`src/rtl/decode_ctrl_pipe.sv`:
```
// Registered instruction-decode stage: full opcode decode, field extraction and
// illegal-opcode flagging behind a one-entry pipeline register with load-use interlock.
module decode_ctrl_pipe #(
  parameter int INSTR_W  = 32,
  parameter int OPCODE_W = 5,
  parameter int REG_W    = 5,
  parameter int IMM_W    = 17
) (
  input  logic               clock,
  input  logic               reset_n,
  input  logic               flush,
  input  logic               in_valid,
  input  logic [INSTR_W-1:0] in_instr,
  output logic               in_ready,
  output logic               out_valid,
  input  logic               out_ready,
  output logic               DMwe,
  output logic               Rwe,
  output logic               Rwd,
  output logic               Rdst,
  output logic               ALUinB,
  output logic               is_branch,
  output logic               is_jump,
  output logic               illegal,
  output logic [4:0]         alu_op,
  output logic [REG_W-1:0]   rd,
  output logic [REG_W-1:0]   rs,
  output logic [REG_W-1:0]   rt,
  output logic [INSTR_W-1:0] imm
);

  localparam logic [OPCODE_W-1:0] OP_ALU  = OPCODE_W'(0);
  localparam logic [OPCODE_W-1:0] OP_J    = OPCODE_W'(1);
  localparam logic [OPCODE_W-1:0] OP_BNE  = OPCODE_W'(2);
  localparam logic [OPCODE_W-1:0] OP_JAL  = OPCODE_W'(3);
  localparam logic [OPCODE_W-1:0] OP_JR   = OPCODE_W'(4);
  localparam logic [OPCODE_W-1:0] OP_ADDI = OPCODE_W'(5);
  localparam logic [OPCODE_W-1:0] OP_BLT  = OPCODE_W'(6);
  localparam logic [OPCODE_W-1:0] OP_SW   = OPCODE_W'(7);
  localparam logic [OPCODE_W-1:0] OP_LW   = OPCODE_W'(8);
  localparam logic [OPCODE_W-1:0] OP_SETX = OPCODE_W'(21);
  localparam logic [OPCODE_W-1:0] OP_BEX  = OPCODE_W'(22);

  logic [OPCODE_W-1:0] op;
  logic [REG_W-1:0]    f_rd, f_rs, f_rt;
  logic [INSTR_W-1:0]  f_imm;
  logic is_alu, is_j, is_bne, is_jal, is_jr, is_addi, is_blt, is_sw, is_lw, is_setx, is_bex;
  logic use_a, use_b_rt, use_b_rd;
  logic [4:0] d_alu_op;
  logic held_lw, hazard, xfer_in, xfer_out;

  assign op    = in_instr[INSTR_W-1 -: OPCODE_W];
  assign f_rd  = in_instr[INSTR_W-OPCODE_W-1 -: REG_W];
  assign f_rs  = in_instr[INSTR_W-OPCODE_W-REG_W-1 -: REG_W];
  assign f_rt  = in_instr[INSTR_W-OPCODE_W-2*REG_W-1 -: REG_W];
  assign f_imm = {{(INSTR_W-IMM_W){in_instr[IMM_W-1]}}, in_instr[IMM_W-1:0]};

  // Opcode flags are mutually exclusive, so an unknown opcode leaves every control at 0.
  assign is_alu  = (op == OP_ALU);
  assign is_j    = (op == OP_J);
  assign is_bne  = (op == OP_BNE);
  assign is_jal  = (op == OP_JAL);
  assign is_jr   = (op == OP_JR);
  assign is_addi = (op == OP_ADDI);
  assign is_blt  = (op == OP_BLT);
  assign is_sw   = (op == OP_SW);
  assign is_lw   = (op == OP_LW);
  assign is_setx = (op == OP_SETX);
  assign is_bex  = (op == OP_BEX);

  assign d_alu_op = is_alu ? in_instr[6:2] : ((is_bne | is_blt) ? 5'b00001 : 5'b00000);

  // Read-port usage of the incoming instruction; an unused port can never match.
  assign use_a    = is_alu | is_addi | is_lw | is_sw | is_bne | is_blt;
  assign use_b_rt = is_alu;
  assign use_b_rd = is_sw | is_bne | is_blt | is_jr;

  assign hazard = out_valid & held_lw & (rd != '0) &
                  ((use_a & (f_rs == rd)) | (use_b_rt & (f_rt == rd)) | (use_b_rd & (f_rd == rd)));

  // Handshake: a transfer happens on a cycle where valid and ready are both high;
  // the held outputs never change while out_valid is high and out_ready is low.
  assign in_ready = ~flush & ~hazard & (~out_valid | out_ready);
  assign xfer_in  = in_valid & in_ready;
  assign xfer_out = out_valid & out_ready;

  always_ff @(posedge clock or negedge reset_n) begin
    if (!reset_n) begin
      out_valid <= 1'b0;
      held_lw   <= 1'b0;
      DMwe      <= 1'b0;
      Rwe       <= 1'b0;
      Rwd       <= 1'b0;
      Rdst      <= 1'b0;
      ALUinB    <= 1'b0;
      is_branch <= 1'b0;
      is_jump   <= 1'b0;
      illegal   <= 1'b0;
      alu_op    <= '0;
      rd        <= '0;
      rs        <= '0;
      rt        <= '0;
      imm       <= '0;
    end else if (flush) begin
      out_valid <= 1'b0;
    end else if (xfer_in) begin
      out_valid <= 1'b1;
      held_lw   <= is_lw;
      DMwe      <= is_sw;
      Rwe       <= is_alu | is_addi | is_lw | is_jal | is_setx;
      Rwd       <= is_lw;
      Rdst      <= is_sw | is_bne | is_blt | is_jr;
      ALUinB    <= is_addi | is_lw | is_sw;
      is_branch <= is_bne | is_blt;
      is_jump   <= is_j | is_jal | is_jr | is_bex;
      illegal   <= ~(is_alu | is_j | is_bne | is_jal | is_jr | is_addi | is_blt |
                     is_sw | is_lw | is_setx | is_bex);
      alu_op    <= d_alu_op;
      rd        <= f_rd;
      rs        <= f_rs;
      rt        <= f_rt;
      imm       <= f_imm;
    end else if (xfer_out) begin
      out_valid <= 1'b0;
    end
  end

endmodule

```
`config.mk`:
```
export PLATFORM = sky130hd
export DESIGN_NAME = decode_ctrl_pipe
export DESIGN_NICKNAME = d
export VERILOG_FILES = /design/src/rtl/decode_ctrl_pipe.sv
export SDC_FILE = /design/constraint.sdc
export NUM_CORES = 1
export LEC_CHECK = 0
export CORE_MARGIN = 2
export CORE_UTILIZATION = 41
export DETAILED_ROUTE_END_ITERATION = 10
export PLACE_DENSITY = 0.83
export SLEW_MARGIN = 20
export SYNTH_ARGS = -nofsm -noshare
export SYNTH_HDL_FRONTEND = slang
export SYNTH_SLANG_ARGS = --single-unit
```
`constraint.sdc`:
```
create_clock -name clock -period 2.4 [get_ports clock]
set_input_delay 0.24 -clock clock [delete_from_list [all_inputs] [get_ports clock]]
set_output_delay 0.24 -clock clock [all_outputs]
set_load 0.01 [all_outputs]
```
======== After elaboration in Yosys (flattened, before gate mapping) ========
Cells that the tools add are included.
Widths: inputs -> output; s select.
operators by class
  reduce and logical (&&, ||, !) cells .... 4
  equality and inequality tests ........... 13
  bitwise gates (word level) .............. 43
  muxes and demuxes ....................... 5
operator list
  kind                count
  $or 1x1->1          29
  $eq 5x3->1 const B  4
  $eq 5x5->1          3
  $and 1x1->1         10
  $eq 5x2->1 const B  2
  $eq 5x5->1 const B  2
  $eq 5x1->1 const B  1
  $eq 5x4->1 const B  1
  $logic_not 5->1     1
  $mux 5              1
  $reduce_bool 5->1   1
  $mux 1              4
  $not 1->1           4
  $reduce_bool 3->1   1
  $reduce_and 2->1    1
word-level totals
  output and inout bits ................... 62
  logic and storage cells ................. 79
  input bits .............................. 37
  register bits after elaboration ......... 46

======== Logic depth before layout (Yosys ltp) ========
Gate-level depths: netlist of run 1.
  depth after elaboration ................. 16
  depth in mapped cells ................... 9
  mapped depth without buffers ............ 6

======== Least setup slack after synthesis of run 1 ========
No wires, ideal clock.
  path type ............................... register to register
  from .................................... reg rd[1]
  to ...................................... reg imm[10]
  clock period less this slack ............ 2.175 ns
  setup time .............................. 0.125 ns
  data arrival time ....................... 2.050 ns
  path buffers ............................ 2
  required time ........................... 2.275 ns
  stages on the path, launching flop included .. 8
  path slack .............................. 0.225 ns
  cells stage by stage .................... dfrtp_1 or4_1 o211ai_1 a31oi_4 nor2_2 buf_6 buf_6 mux2_4
between the ends
  longest elaborated chain between the ends .. 10
  elaborated cells on any way between the ends .. 16
  classes of those cells .................. 3 x eq/ne; 11 x bitwise; 2 x reduce/logical
ends and longest elaborated chain
  element                       line  text
  from (decl)                   26    output logic [REG_W-1:0] rd,
  from (signal assigned)        119   rd <= f_rd;
  $eq 5x5->1                    79    ((use_a & (f_rs == rd)) | (use_b_rt & (f_rt == rd)) | (use_b_rd & (f_rd == rd)));
  $and 1x1->1                   79
  $or 1x1->1 (2 in series)      79
  $and 1x1->1 *                 78    assign hazard = out_valid & held_lw & (rd != '0) &
  $not 1->1 *                   83    assign in_ready = ~flush & ~hazard & (~out_valid | out_ready);
  $and 1x1->1 * (2 in series)   83
  $and 1x1->1 *                 84    assign xfer_in = in_valid & in_ready;
  $reduce_and 2->1 (no line) *  -
  to (signal assigned)          122   imm <= f_imm;
  to (decl)                     29    output logic [INSTR_W-1:0] imm
Every way passes the cells marked *; elsewhere a longest branch is shown, timed or not.
A chain may end at the register's enable or synchronous reset.

======== Worst setup path in the final report of run 1 ========
  from .................................... reg rd[2]
  to ...................................... out in_ready
between the ends
  longest elaborated chain between the ends .. 8
  elaborated cells on any way between the ends .. 14
  classes of those cells .................. 3 x eq/ne; 10 x bitwise; 1 x reduce/logical
ends and longest elaborated chain
  element                      line  text
  $eq 5x5->1                   79
  $and 1x1->1                  79
  $or 1x1->1 (2 in series)     79
  $and 1x1->1 *                78
  $not 1->1 *                  83
  $and 1x1->1 * (2 in series)  83
  to (decl)                    14    output logic in_ready,
Marked as above.

==> results of run 1 <==
-- flip-flops by register name (all words and copies together) (netlist names) --
| signal | count |
|---|---|
| alu_op | 5 |
| DMwe | 1 |
| rd | 5 |
| out_valid | 1 |
| ALUinB | 1 |
| Rwe | 1 |
| Rwd | 1 |
| rt | 5 |
| Rdst | 1 |
| rs | 5 |
| is_branch | 1 |
| illegal | 1 |
| imm | 12 |
| is_jump | 1 |
-- cells in the mapped netlist, drive strengths merged --
master	n	area, um2
o31ai	6	45.0
o21ba	1	10.0
a22oi	1	7.51
nor2b	2	12.5
nor4	1	6.26
nand2	8	30.0
a31oi	1	21.3
o211ai	1	7.51
clkbuf	4	15.0
a21oi	5	25.0
o41ai	4	35.0
nand3	1	5.00
maj3	1	10.0
or3	1	11.3
dfrtp	41	1030
nand3b	1	7.51
xor2	13	114
nor3	6	41.3
nand4	4	31.3
buf	25	188
or4	1	7.51
mux2	29	360
a211o	1	8.76
mux2i	1	10.0
inv	4	15.0
nor2	7	28.8
o21ai	11	55.1
xnor2	3	26.3
-- kinds of logic (layout without fill, tap and decap cells) --
group           count (synthesis)  count (layout)
flops                          41              41
buf+inv                        33             135
simple gates                   32              33
compound gates                 31              31
mux                            30              30
xor+xnor                       16              16
fa+ha+maj                       1               1
-- worst reg2reg max path: cells and delay by family, from the launching register on --
family / cells / cell delay [ps]
simple gates: 2 / 620
buf+inv: 2 / 340
flops: 1 / 450
mux: 1 / 340
compound gates: 2 / 380
-- through the flow --
step	setup slack, ps	TNS (ps)
6_report	103	0
5_1_grt	-31.5	-31.5
4_1_cts	-164	-3810
3_5_place_dp	-356	-9520
3_3_place_gp	-294	-8010
2_1_floorplan	225	0
-- layer usage --
metal,routed length (um),vias to the layer above,global-route usage (%)
met2,2850,45,31.9
met1,2220,806,22.2
met5,0,-,0
li1,-,837,-
met3,180,9,3.44
met4,87,0,4.91
-- layout make-up --
cell class,count,area (um2)
Fill cell,404,1760
Timing Repair Buffer,124,1180
Sequential cell,41,1030
Multi-Input combinational cell,111,953
Tap cell,70,87.6
Clock buffer,7,86.3
Inverter,4,15.0
-- worst max-delay path by stage --
stage          depth (start not counted)             endpoint
5_1_grt                                6             in_ready
4_1_cts                                5   ALUinB$_DFFE_PN0P_
3_5_place_dp                           7   ALUinB$_DFFE_PN0P_
2_1_floorplan                          7  imm[10]$_DFFE_PN0P_
3_3_place_gp                           7   imm[1]$_DFFE_PN0P_
6_report                               9             in_ready
-- what timing repair did --
action	4_1_cts	5_1_grt
endpoints found under the setup margin	29	30
pin swaps	2	3
cloned	0	1
resized for setup	4	7
buffers inserted	0	4
-- power groups by stage --
stage / clock network, mW / logic [mW] / registers [mW]
after CTS: 0.452 / 0.765 / 0.854
after detailed placement: 0 / 0.755 / 0.866
after global routing: 0.482 / 0.814 / 0.870
after floorplan: 0 / 0.305 / 0.913
final: 0.442 / 0.764 / 0.854
after global placement: 0 / 0.739 / 0.861
==> results.rst, run 1 <==
.. list-table::
   :header-rows: 1

   * - Metric
     - Value
   * - Fraction of final layout cells sized beyond drive strength 1
     - between 20% and 30%
   * - Area of the core
     - 5110 um2
   * - Commonest non-fill, non-tap cells in the layout
     - sky130_fd_sc_hd__clkdlybuf4s50_1, sky130_fd_sc_hd__dfrtp_1, sky130_fd_sc_hd__buf_4, sky130_fd_sc_hd__mux2_2, sky130_fd_sc_hd__xor2_1
   * - Final Util
     - 65.6%
   * - Number of synthesized register bits
     - 41
   * - Total setup violations reported at the end of the flow
     - 0
   * - DR iter-0 viols
     - 111
   * - Net Count, Synth
     - 221
   * - Launch point of the critical path
     - rd[2]$_DFFE_PN0P_
   * - Instance area at placement
     - 3190 um2
   * - Reg-to-reg slack, setup
     - approximately 160 ps
   * - XOR/XNOR share of the synthesized area
     - 6.49%
   * - Routability congestion estimate
     - 0.841
   * - Most prevalent standard cell on the critical path
     - sky130_fd_sc_hd__buf_4
   * - Max Clk Rate
     - 0.435 GHz
   * - Setup crit end kind
     - primary output
   * - Y dimension of the die
     - 76.6 um
   * - Starting density of the core
     - 42.3%
   * - Fraction of the mapped netlist area in adder cells
     - less than 1%
   * - Switching share of total power
     - 27.8%
   * - Hold Vio Cnt, Final
     - 0
   * - Total number of placement rows
     - 26
   * - Longest individual stage delay on the worst path
     - around 400 ps
   * - Final critical-path required period
     - 2300 ps
   * - Number of iterations in the first detailed-routing pass
     - 4
   * - Drt wl/cell
     - between 10 and 15 um
   * - Areal power density over the cells
     - about 610 nW/um2
   * - Total global routing overflow
     - 0
   * - Part of the cycle the worst path needs
     - between 90% and 100%
   * - Clock share of power
     - 21.5%
   * - CTS clock-pin slew for the worst setup and hold paths
     - about 80 ps
   * - Endpoint of the lowest-slack register-to-register path
     - imm[0]$_DFFE_PN0P_
   * - Total number of H-tree levels
     - 2
   * - Boundary pin count
     - 99
   * - Overall Power
     - 2.06 mW
   * - Total number of nets in the final design
     - between 300 and 400
   * - Avg Inst Size Synth
     - 11.7 um2
   * - Launch instance of the worst register-to-register path
     - rd[3]$_DFFE_PN0P_
   * - Global-route wire length before repair
     - 8500 um
   * - Count of mapped cells out of synthesis
     - 184
   * - Seq pwr share
     - 41.4%
   * - Most common cell after layout, fill and taps aside
     - sky130_fd_sc_hd__clkdlybuf4s50_1
   * - FF-to-FF path depth
     - 7
   * - Pin count of the biggest net entering global routing
     - 42
   * - Family with the most delay on the worst path
     - buffers and inverters
   * - Buffers plus inverters on the worst setup path
     - 4
   * - Via count of the first global-routing pass
     - 1698
   * - Outcome
     - finished clean
   * - Placed insts
     - approximately 350
   * - Antenna Cells
     - 0
   * - Multiplexer share of the synthesized area
     - ~17%
   * - Number of DRC violations after detailed routing
     - 0
   * - Detailed Route WL
     - roughly 5300 um
   * - Post-detailed-route via-to-cell ratio
     - roughly 4.8
   * - Final Hold Slack
     - 83.3 ps
   * - Sequential fraction of the synthesis area
     - 47.5%
   * - Number of port buffers
     - 98
   * - Worst-path cell chain
     - buf_4, buf_4, xor2_1, nor3_2, nand4_2, a31oi_4, buf_6, nor3_1, buf_2
   * - Area fraction in compound gates after synthesis
     - 9.96%
   * - Largest family of logic cells by synthesized area
     - multiplexers
   * - Combinational cell fraction of total power
     - a little under two fifths
   * - Antenna violations before repair
     - 0
   * - Leakage power
     - 1.40 nW
   * - Int Power
     - 1.49 mW
   * - Number of maximum-capacitance violations
     - 0
   * - P_sw
     - between 0.5 and 0.6 mW
   * - Crit start category
     - flop
   * - Via Count
     - 1697
   * - Number of pins with negative max-slew slack in the final report
     - 0
   * - Post-synthesis simple-gate area fraction
     - 8.40%
   * - Number of buffers created by CTS
     - 5
   * - Worst min-delay path category
     - in -> async
   * - Hold buffer count at CTS
     - 0
   * - Data required time of the critical path
     - 2160 ps
   * - Post-route cell area
     - approximately 3400 um2
   * - Sink count of the clock tree
     - 41
   * - Die area
     - approximately 6000 um2
   * - Number of cells in the finished layout apart from fillers
     - 357
   * - Layout Skew
     - 6.57 ps
   * - Layout area overhead
     - 55.1%
   * - CTS tree
     - yes
   * - Number of buffers on the longest clock path
     - 2
   * - Netlist cell types
     - 34
   * - Start-to-end type of the worst setup path
     - reg -> out
   * - Post-synthesis instance area
     - ~2200 um2
   * - Worst ir drop on vdd
     - slightly below 0.3 mV
   * - CTS Root Buffer Type
     - sky130_fd_sc_hd__clkbuf_8
   * - Remaining max-slew budget at the tightest pin
     - 40.4%
   * - Pin slew with the least headroom to its limit
     - approximately 890 ps
   * - Count of nets left with antenna violations after detail routing
     - 0
   * - HPWL after detailed placement
     - 3980 um
   * - Crit Path Max Fanout
     - 5
   * - Horizontal die dimension
     - roughly 77 um
   * - Worst-skew pair later-pin latency
     - 280 ps
   * - Total global-route track usage
     - 17.9%
   * - Yosys warns
     - 0
   * - Slowest stage cell on the critical path
     - sky130_fd_sc_hd__dfrtp_1
   * - Arrival time of the worst setup path
     - roughly 2000 ps
No activity file was read; power rests on OpenSTA's default activity.
==> run 2: changes to the inputs <==
==> constraint.sdc (replaced) <==
create_clock -name clock -period 2.2 [get_ports clock]
set_input_delay 0.55 -clock clock [delete_from_list [all_inputs] [get_ports clock]]
set_output_delay 0.55 -clock clock [all_outputs]
set_load 0.01 [all_outputs]
==> run 2 against run 1 <==
Non-clock buffer count rose by 7. The flow now finishes with violations (negative setup slack). Critical endpoint unchanged. Worst hold slack better by 210 ps. Combinational power increased by 16%. Sequential share of layout area is 1.4 points lower. Utilization grew 3.2 points. Via count increased by 8.5%. Final area grew 4.9%. Largest cell class unchanged.
==> results.rst, run 2 (same netlist as run 1, synthesis figures left out) <==
.. list-table::
   :header-rows: 1

   * - Metric
     - Value
   * - Via count of the first global-routing pass
     - 1954 (+15%)
   * - Instance area at placement
     - 3210 um2 (+0.71%)
   * - Layout area overhead
     - 62.7%
   * - Areal power density over the cells
     - 695 nW/um2 (+13%)
   * - Start-to-end type of the worst setup path
     - in -> out
   * - Final Hold Slack
     - 289 ps (+206 ps)
   * - Fraction of final layout cells sized beyond drive strength 1
     - 30.5% (+4.4 points)
   * - P_sw
     - 0.669 mW (+17%)
   * - Max FFs per register
     - 12 (unchanged)
   * - Unrepaired setup endpoints after global routing
     - yes
   * - Y dimension of the die
     - 76.6 um (unchanged)
   * - Worst ir drop on vdd
     - 0.299 mV (+3.1%)
   * - Total setup violations reported at the end of the flow
     - 1 (+1)
   * - Number of maximum-capacitance violations
     - 0 (unchanged)
   * - Pin count of the biggest net entering global routing
     - 32 (-24%)
   * - Most common cell after layout, fill and taps aside
     - sky130_fd_sc_hd__clkdlybuf4s50_1
   * - CTS clock-pin slew for the worst setup and hold paths
     - 70 ps (about the same)
   * - Total Negative Setup Slacks
     - -194 ps (-194 ps)
   * - Number of buffers created by CTS
     - 5 (unchanged)
   * - Overall Power
     - 2.44 mW (+19%)
   * - Slowest stage cell on the critical path
     - sky130_fd_sc_hd__clkdlybuf4s50_1
   * - Number of port buffers
     - 98 (unchanged)
   * - Part of the cycle the worst path needs
     - 109%
   * - Total global routing overflow
     - 0 (unchanged)
   * - Number of DRC violations after detailed routing
     - 0 (unchanged)
   * - Drt wl/cell
     - 16.6 um (+11%)
   * - Arrival time of the worst setup path
     - 1840 ps (-220 ps)
   * - DR iter-0 viols
     - 94 (-15%)
   * - Die area
     - 5870 um2 (unchanged)
   * - Total number of placement rows
     - 26 (unchanged)
   * - Pin slew with the least headroom to its limit
     - 690 ps (-204 ps)
   * - CTS tree
     - yes
   * - Layout Skew
     - 4.64 ps (-1.94 ps)
   * - Total number of H-tree levels
     - 2 (unchanged)
   * - Global-route wire length before repair
     - 9760 um (+15%)
   * - Total global-route track usage
     - 21.4% (+3.4 points)
   * - Starting density of the core
     - 42.3% (unchanged)
   * - Register with the most flip-flops
     - imm
   * - HPWL after detailed placement
     - 4050 um (+1.8%)
   * - Outcome
     - finished, violations left
   * - Final Util
     - 68.8% (+3.2 points)
   * - Worst-skew pair later-pin latency
     - 290 ps (about the same)
   * - Int Power
     - 1.77 mW (+19%)
   * - Crit Path Max Fanout
     - 2 (-3)
   * - Switching share of total power
     - 27.4% (-0.40 points)
   * - Area of the core
     - 5110 um2 (unchanged)
   * - Post-detailed-route via-to-cell ratio
     - 5.05 (+6.2%)
   * - Commonest non-fill, non-tap cells in the layout
     - sky130_fd_sc_hd__clkdlybuf4s50_1, sky130_fd_sc_hd__dfrtp_1, sky130_fd_sc_hd__buf_4, sky130_fd_sc_hd__mux2_4, sky130_fd_sc_hd__xor2_1
   * - Number of iterations in the first detailed-routing pass
     - 4 (unchanged)
   * - Violated checks
     - negative setup slack
   * - Combinational cell fraction of total power
     - 36.3% (-0.8 points)
   * - CTS Root Buffer Type
     - sky130_fd_sc_hd__clkbuf_8
   * - Fill cell count
     - 371 (-8.2%)
   * - Post-route cell area
     - 3520 um2 (+4.9%)
   * - Number of pins with negative max-slew slack in the final report
     - 0 (unchanged)
   * - Detailed Route WL
     - 6070 um (+14%)
   * - FF-to-FF path depth
     - 7 (unchanged)
   * - Seq pwr share
     - 38.3% (-3.1 points)
   * - Antenna Cells
     - 0 (unchanged)
   * - Antenna violations before repair
     - 0 (unchanged)
   * - Setup slack of the critical path after layout
     - -194 ps (-297 ps)
   * - Final critical-path required period
     - between 2000 and 2500 ps
   * - Via Count
     - 1842 (+8.5%)
   * - Number of buffers on the longest clock path
     - 2 (unchanged)
   * - Horizontal die dimension
     - 76.6 um (unchanged)
   * - Crit start category
     - input port
   * - Data required time of the critical path
     - 1650 ps (-510 ps)
   * - Leakage power
     - 1.53 nW (+9.0%)
   * - Clock share of power
     - 25.4% (+3.9 points)
   * - Count of nets left with antenna violations after detail routing
     - 0 (unchanged)
   * - Remaining max-slew budget at the tightest pin
     - 54.0% (+14 points)
   * - Hold buffer count at CTS
     - 0 (unchanged)
   * - Total number of nets in the final design
     - 331 (+2.2%)
   * - Sink count of the clock tree
     - 41 (unchanged)
   * - Routability congestion estimate
     - 0.823 (-2.2%)
   * - Hold Vio Cnt, Final
     - 0 (unchanged)
   * - Boundary pin count
     - 99 (unchanged)
   * - Setup crit end kind
     - primary output
   * - Longest individual stage delay on the worst path
     - 440 ps (+40 ps)
   * - Worst-path cell chain
     - clkdlybuf4s50_1, xor2_1, nor2_1, nand4_1, a31oi_4, nor3_2, buf_2
   * - Max Clk Rate
     - approximately 0.42 GHz
   * - Worst min-delay path category
     - in -> async
## run 2: path summary, 6_finish.rpt
kind | startpoint | to | slack, ps
min in group clock | imm[9]$_DFFE_PN0P_ | imm[9]$_DFFE_PN0P_ | 510
min | reset_n | imm[3]$_DFFE_PN0P_ | 290
max | in_instr[22] | in_ready | -190
max in group asynchronous | reset_n | alu_op[0]$_DFFE_PN0P_ | 1340
max reg2reg | rd[2]$_DFFE_PN0P_ | rs[4]$_DFFE_PN0P_ | 40
min reg2reg | imm[9]$_DFFE_PN0P_ | imm[9]$_DFFE_PN0P_ | 510
## run 2: worst max-delay path, delay by kind of cell
kind	cells	cell delay [ps]
AO/OA/AOI/OAI	1	250
XOR/XNOR	1	150
buffers and inverters	2	580
AND/OR/NAND/NOR	3	320
## run 2: repair_timing
action | in CTS | in global routing
setup buffers | 9 | 1
endpoints found under the setup margin | 30 | 45
pin swaps | 12 | 6
resized for setup | 41 | 22
gates cloned | 2 | 0
## run 2: area by class of cell
class                           count  area [um2]  area share [%]
Sequential cell                    41        1030            29.2
Clock inverter                      1        30.0           0.854
Inverter                            4        15.0           0.427
Clock buffer                        7        86.3            2.46
Timing Repair Buffer              131        1230            35.1
Tap cell                           70        87.6            2.49
Multi-Input combinational cell    111        1040            29.5
## run 2: power by group through the flow
stage          combinational [mW]  sequential, mW  clock, mW
4_1_cts                     0.858           0.931      0.634
2_1_floorplan               0.336           0.996          0
3_3_place_gp                0.807           0.938          0
5_1_grt                     0.935           0.954      0.666
6_report                    0.886           0.937      0.620
3_5_place_dp                0.823           0.943          0
## run 2: through the flow
step / std cells / setup slack (ps)
2_1_floorplan: 184 / -165
5_1_grt: 365 / -296
3_5_place_dp: 348 / -957
6_report: 365 / -194
3_3_place_gp: 348 / -897
4_1_cts: 366 / -183
## run 2: routing by layer
metal / vias to the layer above / track usage (%) / routed length, um / part of all wire [%]
met5: - / 0 / 0 / 0
met2: 60 / 36.9 / 3230 / 53
li1: 846 / - / - / -
met4: 0 / 9.82 / 131 / 2.2
met3: 12 / 5.45 / 241 / 4.0
met1: 924 / 24.8 / 2470 / 41
==> run 3: changes to the inputs <==
--- a/config.mk
+++ b/config.mk
@@ -8,7 +8,7 @@
 export CORE_MARGIN = 2
 export CORE_UTILIZATION = 41
 export DETAILED_ROUTE_END_ITERATION = 10
-export PLACE_DENSITY = 0.83
+export PLACE_DENSITY = 0.79
 export SLEW_MARGIN = 20
 export SYNTH_ARGS = -nofsm -noshare
 export SYNTH_HDL_FRONTEND = slang
==> run 3 against run 2 <==
Combinational power up 4.6%. The run still ends with negative setup slack left. Clock-buffer cell count fell by 2. Clock power fell by 27%.
==> results.rst, run 3 (same netlist as run 1, synthesis figures left out) <==
.. list-table::
   :header-rows: 1

   * - Metric
     - Value
   * - Post-placement setup slack
     - -1040 ps (-82.1 ps)
   * - Hold Vio Cnt, Final
     - 0 (unchanged)
   * - Layout area overhead
     - 65.0%
   * - Reg-to-reg slack, setup
     - -160 ps (-200 ps)
   * - Hold buffer count at CTS
     - 0 (unchanged)
   * - Pin slew with the least headroom to its limit
     - 492 ps (-198 ps)
   * - Violated checks
     - negative setup slack
   * - Timing endpoint of the critical path
     - in_ready
   * - Arrival time of the worst setup path
     - 1890 ps (+50 ps)
   * - Number of buffers created by CTS
     - 5 (unchanged)
   * - Antenna violations before repair
     - 0 (unchanged)
   * - Launch instance of the worst register-to-register path
     - rd[1]$_DFFE_PN0P_
   * - Worst ir drop on vdd
     - 0.281 mV (-6.0%)
   * - Die area
     - 5870 um2 (unchanged)
   * - Drt wl/cell
     - 17.0 um (+2.2%)
   * - Layout Skew
     - 4.04 ps (-0.596 ps)
   * - Placed insts
     - 349 (+0.29%)
   * - Worst min-delay path category
     - in -> async
   * - DR iter-0 viols
     - 101 (+7.4%)
   * - Final Hold Slack
     - 214 ps (-75.2 ps)
   * - Start-to-end type of the worst setup path
     - in -> out
   * - Number of iterations in the first detailed-routing pass
     - 4 (unchanged)
   * - Horizontal die dimension
     - 76.6 um (unchanged)
   * - Y dimension of the die
     - 76.6 um (unchanged)
   * - Via Count
     - 1803 (-2.1%)
   * - Max Clk Rate
     - 0.410 GHz (-1.8%)
   * - Total global-route track usage
     - 21.9% (+0.52 points)
   * - Number of cells in the finished layout apart from fillers
     - 365 (unchanged)
   * - Via count of the first global-routing pass
     - 1887 (-3.4%)
   * - Most common cell after layout, fill and taps aside
     - sky130_fd_sc_hd__clkdlybuf4s50_1
   * - Total number of placement rows
     - 26 (unchanged)
   * - Total number of nets in the final design
     - 333 (+0.60%)
   * - CTS Root Buffer Type
     - sky130_fd_sc_hd__clkbuf_8
   * - Global-route wire length before repair
     - 10000 um (+2.6%)
   * - Antenna Cells
     - 0 (unchanged)
   * - Launch point of the critical path
     - in_instr[30]
   * - Leakage power
     - 1.58 nW (+3.2%)
   * - Total global routing overflow
     - 0 (unchanged)
   * - Data required time of the critical path
     - 1650 ps (about the same)
   * - Areal power density over the cells
     - 649 nW/um2 (-6.6%)
   * - Register with the most flip-flops
     - imm
   * - Fraction of final layout cells sized beyond drive strength 1
     - 32.2% (+1.7 points)
   * - Setup slack of the critical path after layout
     - -239 ps (-44.4 ps)
   * - Number of buffers on the longest clock path
     - 2 (unchanged)
   * - Number of port buffers
     - 98 (unchanged)
   * - Part of the cycle the worst path needs
     - 111% (+2.0 points)
   * - Unrepaired setup endpoints after global routing
     - yes
   * - Endpoint of the lowest-slack register-to-register path
     - imm[9]$_DFFE_PN0P_
   * - Number of pins with negative max-slew slack in the final report
     - 0 (unchanged)
   * - Total Negative Setup Slacks
     - -3370 ps (-3170 ps)
   * - Routability congestion estimate
     - 0.810 (-1.5%)
   * - Final Util
     - 69.8% (+0.96 points)
   * - Starting density of the core
     - 42.3% (unchanged)
   * - Number of DRC violations after detailed routing
     - 0 (unchanged)
   * - Remaining max-slew budget at the tightest pin
     - 67.2% (+13 points)
   * - Area of the core
     - 5110 um2 (unchanged)
   * - Sink count of the clock tree
     - 41 (unchanged)
   * - Post-detailed-route via-to-cell ratio
     - 4.94 (-2.1%)
   * - Boundary pin count
     - 99 (unchanged)
   * - CTS tree
     - yes
   * - Outcome
     - finished, violations left
   * - Max FFs per register
     - 12 (unchanged)
   * - Crit start category
     - input port
   * - Total setup violations reported at the end of the flow
     - 29 (+28)
   * - Pin count of the biggest net entering global routing
     - 23 (-28%)
   * - Setup crit end kind
     - primary output
   * - Number of maximum-capacitance violations
     - 0 (unchanged)
   * - Detailed Route WL
     - 6200 um (+2.2%)
   * - Final critical-path required period
     - 2440 ps (+44.4 ps)
   * - HPWL after detailed placement
     - 4140 um (+2.3%)
   * - Crit Path Max Fanout
     - 4 (+2)
   * - FF-to-FF path depth
     - 9 (+2)
   * - Count of nets left with antenna violations after detail routing
     - 0 (unchanged)
   * - CTS clock-pin slew for the worst setup and hold paths
     - 70 ps (about the same)
   * - Fill cell count
     - 363 (-2.2%)
   * - Commonest non-fill, non-tap cells in the layout
     - sky130_fd_sc_hd__clkdlybuf4s50_1, sky130_fd_sc_hd__dfrtp_1, sky130_fd_sc_hd__mux2_4, sky130_fd_sc_hd__buf_4
   * - Total number of H-tree levels
     - 2 (unchanged)
   * - Worst-skew pair later-pin latency
     - 290 ps (about the same)
## run 3: per-layer routing
metal	vias to the layer above	global-route usage [%]	part of all wire, %
met5	-	0	0
met3	5	3.91	3.9
li1	851	-	-
met2	53	37.0	52
met1	894	28.7	43
met4	0	6.55	1.3
## run 3: stage by stage
stage | cell area [um2] | power (mW)
after floorplan | 2190 | 1.33
after global placement | 3230 | 1.75
after detailed placement | 3230 | 1.77
after CTS | 3550 | 2.31
after global routing | 3560 | 2.43
final | 3560 | 2.31
## run 3: final cells by class
| class | count | area, um2 | share of cell area (%) |
|---|---|---|---|
| well taps | 70 | 87.6 | 2.46 |
| inverters | 4 | 15.0 | 0.421 |
| multi-input cells | 111 | 1080 | 30.4 |
| flip-flops and latches | 41 | 1030 | 28.8 |
| repair buffers | 133 | 1280 | 35.8 |
| clock buffers | 5 | 68.8 | 1.93 |
| clock inverters | 1 | 5.00 | 0.140 |
## run 3: report_power, final
part | leakage [nW] | switching (mW) | internal, mW | total (mW)
clock | 0.0399 | 0.244 | 0.209 | 0.452
sequential | 0.506 | 0.0780 | 0.855 | 0.933
combinational | 1.03 | 0.356 | 0.571 | 0.927
total | 1.58 | 0.678 | 1.63 | 2.31
## run 3: timing repair
| item | 4_1_cts | 5_1_grt |
|---|---|---|
| setup buffers | 10 | 0 |
| gates cloned | 2 | 0 |
| pin swaps | 12 | 3 |
| resized for setup | 69 | 15 |
| endpoints found under the setup margin | 40 | 57 |
## run 3: worst max-delay path, stage by stage
cell and delay [ps]:
sky130_fd_sc_hd__buf_2 120, sky130_fd_sc_hd__or3_4 390, sky130_fd_sc_hd__nor3_4 240, sky130_fd_sc_hd__nand4_2 140
sky130_fd_sc_hd__a31oi_4 230, sky130_fd_sc_hd__nor3_2 60, sky130_fd_sc_hd__buf_2 150
## run 3: worst min path at each step
stage                          startpoint                    end  slack (ps)  cells past startpoint
floorplan                         reset_n     ALUinB$_DFFE_PN0P_         250                      0
global placement    alu_op[2]$_DFFE_PN0P_  alu_op[2]$_DFFE_PN0P_         490                      2
detailed placement    imm[11]$_DFFE_PN0P_    imm[11]$_DFFE_PN0P_         490                      1
global route                      reset_n     imm[7]$_DFFE_PN0P_         240                      1
finish                            reset_n     imm[7]$_DFFE_PN0P_         210                      1
CTS                               reset_n     imm[7]$_DFFE_PN0P_         220                      1
